**src/rtl/ps2_key_typer.sv**
```systemverilog
// ASCII-to-PS/2 set-2 autotyper: turns accepted characters into toggle-strobed make/break
// events on an 11-bit ps2_key bus, pressing and releasing left shift around shifted keys.
module ps2_key_typer #(
  parameter logic [23:0] HOLD_CYCLES = 24'd100000,
  parameter logic [23:0] GAP_CYCLES  = 24'd100000
) (
  input  logic        clk_sys,
  input  logic        reset_n,
  input  logic        char_valid,
  input  logic [7:0]  char_data,
  output logic        char_ready,
  output logic        busy,
  output logic [10:0] ps2_key,
  output logic        unmapped
);

  typedef enum logic [2:0] {StIdle, StShDn, StKeyDn, StKeyUp, StGap, StErr} state_e;

  localparam logic [7:0]  ShiftCode = 8'h12;
  localparam logic [23:0] HoldLoad  = HOLD_CYCLES - 24'd1;
  localparam logic [23:0] GapLoad   = GAP_CYCLES - 24'd1;

  state_e      state_q;
  logic [23:0] cnt_q;
  logic [7:0]  code_q;
  logic        shift_q;

  logic [7:0]  up;
  logic        lk_ok;
  logic        lk_shift;
  logic [7:0]  lk_code;

  // Lower-case letters fold onto the upper-case entries.
  always_comb begin
    up = char_data;
    if (char_data >= 8'h61 && char_data <= 8'h7a) up = char_data - 8'h20;
    lk_ok    = 1'b1;
    lk_shift = 1'b0;
    lk_code  = 8'h00;
    case (up)
      8'h41: lk_code = 8'h1c;  8'h42: lk_code = 8'h32;  8'h43: lk_code = 8'h21;
      8'h44: lk_code = 8'h23;  8'h45: lk_code = 8'h24;  8'h46: lk_code = 8'h2b;
      8'h47: lk_code = 8'h34;  8'h48: lk_code = 8'h33;  8'h49: lk_code = 8'h43;
      8'h4a: lk_code = 8'h3b;  8'h4b: lk_code = 8'h42;  8'h4c: lk_code = 8'h4b;
      8'h4d: lk_code = 8'h3a;  8'h4e: lk_code = 8'h31;  8'h4f: lk_code = 8'h44;
      8'h50: lk_code = 8'h4d;  8'h51: lk_code = 8'h15;  8'h52: lk_code = 8'h2d;
      8'h53: lk_code = 8'h1b;  8'h54: lk_code = 8'h2c;  8'h55: lk_code = 8'h3c;
      8'h56: lk_code = 8'h2a;  8'h57: lk_code = 8'h1d;  8'h58: lk_code = 8'h22;
      8'h59: lk_code = 8'h35;  8'h5a: lk_code = 8'h1a;
      8'h30: lk_code = 8'h45;  8'h31: lk_code = 8'h16;  8'h32: lk_code = 8'h1e;
      8'h33: lk_code = 8'h26;  8'h34: lk_code = 8'h25;  8'h35: lk_code = 8'h2e;
      8'h36: lk_code = 8'h36;  8'h37: lk_code = 8'h3d;  8'h38: lk_code = 8'h3e;
      8'h39: lk_code = 8'h46;
      8'h20: lk_code = 8'h29;  8'h0d: lk_code = 8'h5a;  8'h08: lk_code = 8'h66;
      8'h1b: lk_code = 8'h76;  8'h2c: lk_code = 8'h41;  8'h2e: lk_code = 8'h49;
      8'h2f: lk_code = 8'h4a;  8'h3b: lk_code = 8'h4c;  8'h2d: lk_code = 8'h4e;
      8'h3d: lk_code = 8'h55;  8'h27: lk_code = 8'h52;
      8'h21: begin lk_code = 8'h16; lk_shift = 1'b1; end
      8'h40: begin lk_code = 8'h1e; lk_shift = 1'b1; end
      8'h23: begin lk_code = 8'h26; lk_shift = 1'b1; end
      8'h24: begin lk_code = 8'h25; lk_shift = 1'b1; end
      8'h25: begin lk_code = 8'h2e; lk_shift = 1'b1; end
      8'h26: begin lk_code = 8'h3d; lk_shift = 1'b1; end
      8'h2a: begin lk_code = 8'h3e; lk_shift = 1'b1; end
      8'h28: begin lk_code = 8'h46; lk_shift = 1'b1; end
      8'h29: begin lk_code = 8'h45; lk_shift = 1'b1; end
      8'h2b: begin lk_code = 8'h55; lk_shift = 1'b1; end
      8'h3a: begin lk_code = 8'h4c; lk_shift = 1'b1; end
      8'h3c: begin lk_code = 8'h41; lk_shift = 1'b1; end
      8'h3e: begin lk_code = 8'h49; lk_shift = 1'b1; end
      8'h3f: begin lk_code = 8'h4a; lk_shift = 1'b1; end
      8'h22: begin lk_code = 8'h52; lk_shift = 1'b1; end
      default: lk_ok = 1'b0;
    endcase
  end

  // The final release goes straight into StGap so ready returns GAP_CYCLES after it.
  always_ff @(posedge clk_sys or negedge reset_n) begin
    if (!reset_n) begin
      state_q    <= StIdle;
      cnt_q      <= 24'd0;
      code_q     <= 8'h00;
      shift_q    <= 1'b0;
      char_ready <= 1'b0;
      busy       <= 1'b0;
      ps2_key    <= 11'h000;
      unmapped   <= 1'b0;
    end else begin
      unmapped <= 1'b0;
      case (state_q)
        StIdle: begin
          char_ready <= 1'b1;
          busy       <= 1'b0;
          if (char_valid && char_ready) begin
            char_ready <= 1'b0;
            busy       <= 1'b1;
            if (!lk_ok) begin
              state_q  <= StErr;
              unmapped <= 1'b1;
            end else begin
              code_q  <= lk_code;
              shift_q <= lk_shift;
              cnt_q   <= HoldLoad;
              ps2_key <= {~ps2_key[10], 2'b10, lk_shift ? ShiftCode : lk_code};
              state_q <= lk_shift ? StShDn : StKeyDn;
            end
          end
        end
        StShDn: begin
          if (cnt_q == 24'd0) begin
            ps2_key <= {~ps2_key[10], 2'b10, code_q};
            cnt_q   <= HoldLoad;
            state_q <= StKeyDn;
          end else cnt_q <= cnt_q - 24'd1;
        end
        StKeyDn: begin
          if (cnt_q == 24'd0) begin
            ps2_key <= {~ps2_key[10], 2'b00, code_q};
            cnt_q   <= shift_q ? HoldLoad : GapLoad;
            state_q <= shift_q ? StKeyUp : StGap;
          end else cnt_q <= cnt_q - 24'd1;
        end
        StKeyUp: begin
          if (cnt_q == 24'd0) begin
            ps2_key <= {~ps2_key[10], 2'b00, ShiftCode};
            cnt_q   <= GapLoad;
            state_q <= StGap;
          end else cnt_q <= cnt_q - 24'd1;
        end
        StGap: begin
          if (cnt_q == 24'd0) begin
            state_q    <= StIdle;
            char_ready <= 1'b1;
            busy       <= 1'b0;
          end else cnt_q <= cnt_q - 24'd1;
        end
        default: begin
          state_q    <= StIdle;
          char_ready <= 1'b1;
          busy       <= 1'b0;
        end
      endcase
    end
  end

endmodule

```
**config.mk**
```make
export PLATFORM = sky130hd
export DESIGN_NAME = ps2_key_typer
export DESIGN_NICKNAME = d
export VERILOG_FILES = /design/src/rtl/ps2_key_typer.sv
export SDC_FILE = /design/constraint.sdc
export NUM_CORES = 1
export LEC_CHECK = 0
export ABC_CLOCK_PERIOD_IN_PS = 3130
export CAP_MARGIN = 0
export CORE_MARGIN = 2
export CORE_UTILIZATION = 55
export CTS_CLUSTER_SIZE = 25
export DETAILED_ROUTE_END_ITERATION = 7
export PLACE_DENSITY = 0.74
export RECOVER_POWER = 50
export SLEW_MARGIN = 25
export SYNTH_ARGS = -nofsm -noshare
export SYNTH_HDL_FRONTEND = slang
export SYNTH_SLANG_ARGS = --single-unit
```
**constraint.sdc**
```tcl
create_clock -name clk_sys -period 3.13 [get_ports clk_sys]
set_clock_uncertainty 0.1 [all_clocks]
set_input_delay 0.4695 -clock clk_sys [delete_from_list [all_inputs] [get_ports clk_sys]]
set_output_delay 0.4695 -clock clk_sys [all_outputs]
set_load 0.05 [all_outputs]
```
==> results_dict.tcl <==
set metrics [dict create \
    gp_congestion 0.9736 \
    hold_viol_final 0 \
    synthArstFlopShare 1.000 \
    dpl_worst_slack_ps -502.4 \
    synth.distinct_cells 83 \
    synth_top_flop_cell "dfrtp_1" \
    grt.busiest_layer "met1" \
    finalNonFillerCells 693 \
    grt_pass1_vias 4224 \
    routed_wl_um 13830 \
    clock_latency_ps 310 \
    fmax_mhz 324.7 \
    start_kind "input pin" \
    crit_required_ps 3220 \
    setup_ws_ps 50.30 \
    post-route-min-period_ps 3080 \
    power_frac_seq 0.346 \
    grt_util_all_layers 0.3448 \
    gr-usage-met3 0.05784 \
    grt.overflow.total 0 \
    detail_route.iter0.violations 388 \
    tritoncts "yes" \
    cts-hold-fix-buffers 0 \
    violations "capacitance limit, slew limit" \
    setup_viol 0 \
    drt-vias-per-instance 6.567 \
    p_leak_uw 0.002212 \
    use_met2 0.5174 \
    numCtsBuffers 5 \
    yosys.area.top_type "dfrtp_1" \
    die_h_um 88.40 \
    worstMarginPinSlew_ps 2537 \
    final_layout_size_suffix_gt1_frac 0.3132 \
    synth_edf_count 0 \
    fp.coreArea_um2 6832 \
    nFillCells 489 \
    synth_seq_area_share 0.3002 \
    grt_max_degree 48 \
    drv_slew 48 \
    max-clock-path-buffers 2 \
    worstPathArrival_ps 3170 \
    p_sw_frac 0.4654 \
    dieArea_um2 7814 \
    maxCapViolations 1 \
    synth_top_area_share 0.3002 \
    tns_ps 0 \
    antenna_found_initial 0 \
    cp-end-kind "flop" \
    slew_headroom -0.6912 \
    fp-row-count 30 \
    final_area_um2 5345 \
    wire_per_inst_um 19.96 \
    cts.sinks 47 \
    io_pins 25 \
    yosysWarnings 0 \
    synth_cells 484 \
    die_width_um 88.40 \
    grt_first_pass_wirelength_um 21070 \
    ys_ff_latch 47 \
    dpl.hpwl_um 9974 \
    fin_crit_sh 0.9839 \
    synthesis.area_um2 3918 \
    path_class "input pin to flop" \
    nets 609 \
    vias 4551 \
    diodes 0 \
    clk_pin_slew_ps 90 \
    dp_cells 678 \
    initial_core_util 0.5734 \
    combinationalPowerShare 0.538 \
    cts-root-buf "clkbuf_8" \
    status "complete, but fails checks" \
    dpl-instance-area_um2 4947 \
    io_buffers 22 \
    switchingPower_uw 1528 \
    cp_max_fo 11 \
    postRouteAntennaNets 0 \
    drtPass1Iterations 5 \
    register_area_um2 1176 \
    areaGrowthSynthToFinish_pct 36.44 \
    clkPwrFrac 0.116 \
    powerDensity_nw_per_um2 614.3 \
    grt_use_met1 0.5254 \
    multiInputGateArea_um2 2781 \
    r2r_slack_ps 130 \
    drc 0 \
    syn_avg_cell_area_um2 8.094 \
    hp-class "flop to flop" \
    synth_area_leaders "dfrtp_1, a21oi_1, nor2_1" \
    vdd_drop_max_mv 0.6139 \
    htreeDepth 2 \
    intPower_uw 1755 \
]
[cell type report]
cell class	instances	share of cell area
timing repair buffer	140	0.2107
inverter	13	0.009129
multi-input combinational	389	0.5204
sequential	47	0.2200
clock inverter	3	0.004448
clock buffer	5	0.01287
tap	96	0.02247
[registers in the layout, indices dropped and copies added, names as in the netlist]
register / flops
cnt_q: 24
ps2_key: 9
code_q: 7
state_q: 3
busy: 1
char_ready: 1
shift_q: 1
unmapped: 1
[metal layers]
| layer | routed length (um) | part of all wire | vias to the layer above |
|---|---|---|---|
| met1 | 6175 | 0.45 | 2186 |
| met3 | 1350 | 0.098 | 36 |
| met5 | 0 | 0 | - |
| li1 | - | - | 2078 |
| met4 | 211 | 0.015 | 0 |
| met2 | 6095 | 0.44 | 251 |
[synth_stat cells (5+ instances only)]
| library cell | instances |
|---|---|
| clkbuf_1 | 24 |
| dfrtp_1 | 47 |
| nand3b_1 | 5 |
| nor4_1 | 11 |
| a21oi_1 | 49 |
| o22ai_1 | 7 |
| o31ai_1 | 6 |
| inv_1 | 12 |
| nand2b_1 | 14 |
| and3_1 | 6 |
| a311oi_1 | 5 |
| nor3_1 | 14 |
| buf_2 | 6 |
| or3_1 | 9 |
| a31oi_1 | 9 |
| xnor2_1 | 7 |
| nand3_1 | 16 |
| nor2_1 | 44 |
| o21a_1 | 6 |
| or2_2 | 6 |
| nand2_1 | 27 |
| a211oi_1 | 8 |
| o21ai_0 | 23 |
| nor2b_1 | 11 |
| or4_1 | 8 |
[power by group through the flow]
stage | registers, uW | logic (uW) | clock network, uW
global placement | 1110 | 1570 | 0
global route | 1170 | 1880 | 405
detailed placement | 1130 | 1620 | 0
floorplan | 1320 | 806 | 0
finish | 1140 | 1770 | 380
CTS | 1120 | 1660 | 382
[worst paths after layout]
check / startpoint / endpoint / depth (start not counted)
max reg2reg: cnt_q[0] / cnt_q[13] / 10
min: ps2_key[10] / ps2_key[10] / 1
min reg2reg: ps2_key[10] / ps2_key[10] / 1
max: char_data[7] / ps2_key[5] / 11
max in group asynchronous: reset_n / code_q[6] / 1
min in group asynchronous: reset_n / ps2_key[9] / 1
[layout by cell type, fill, tap and decap left out, types with 4 or more instances in the layout]
master	instances
clkbuf_8	5
a31oi_1	9
mux2i_1	4
nor4_1	9
a21oi_1	43
dlymetal6s2s_1	4
nor2b_1	9
or3_1	9
o31ai_1	5
nor3_1	14
dfrtp_1	47
or2_2	6
dlygate4sd3_1	5
nand4_1	4
or4_1	8
o22ai_1	5
and3_1	6
nand2_1	26
o21a_1	5
nor4_4	4
nor2_1	43
nand3_1	14
nand2b_1	14
a21oi_2	5
buf_4	114
clkdlybuf4s50_1	10
o21ai_1	4
o32ai_1	4
nand3b_1	5
a211oi_1	6
a311oi_1	4
xnor2_1	7
o21ai_0	20
and2_1	4
inv_1	11
[kinds of logic after synthesis]
logic type | Yosys count | share of synthesized area
simple gates | 202 | 0.3002
compound gates | 163 | 0.2910
buf+inv | 50 | 0.05365
flops | 47 | 0.3002
mux | 10 | 0.02747
xor+xnor | 9 | 0.02012
fa+ha+maj | 2 | 0.006387
other cells | 1 | 0.0009572
[per-stage QoR]
stage / total power (uW) / utilization / hold slack (ps)
final: 3283 / 0.7824 / 369.0
after floorplan: 2123 / - / 73.91
after global placement: 2674 / 0.7242 / 354.0
after detailed placement: 2749 / 0.7242 / 365.2
after CTS: 3169 / 0.7526 / 267.8
after global routing: 3459 / 0.7824 / 384.7
[worst max-delay path, stage by stage]
cell             delay, ps
clkdlybuf4s50_1        670
nand2b_1               270
a21oi_1                140
a41oi_2                280
o32ai_4                170
buf_4                  170
o21a_1                 240
a211o_4                420
buf_4                  200
nor2_1                  80
a21oi_1                 50
[what timing repair did]
| action | 4_1_cts | 5_1_grt |
|---|---|---|
| pin swaps | 7 | 14 |
| gates resized for setup | 18 | 37 |
| gates cloned | 0 | 1 |
| setup endpoints to repair | 38 | 41 |
| buffers inserted | 4 | 2 |
Power figures use the tool's default switching activity.
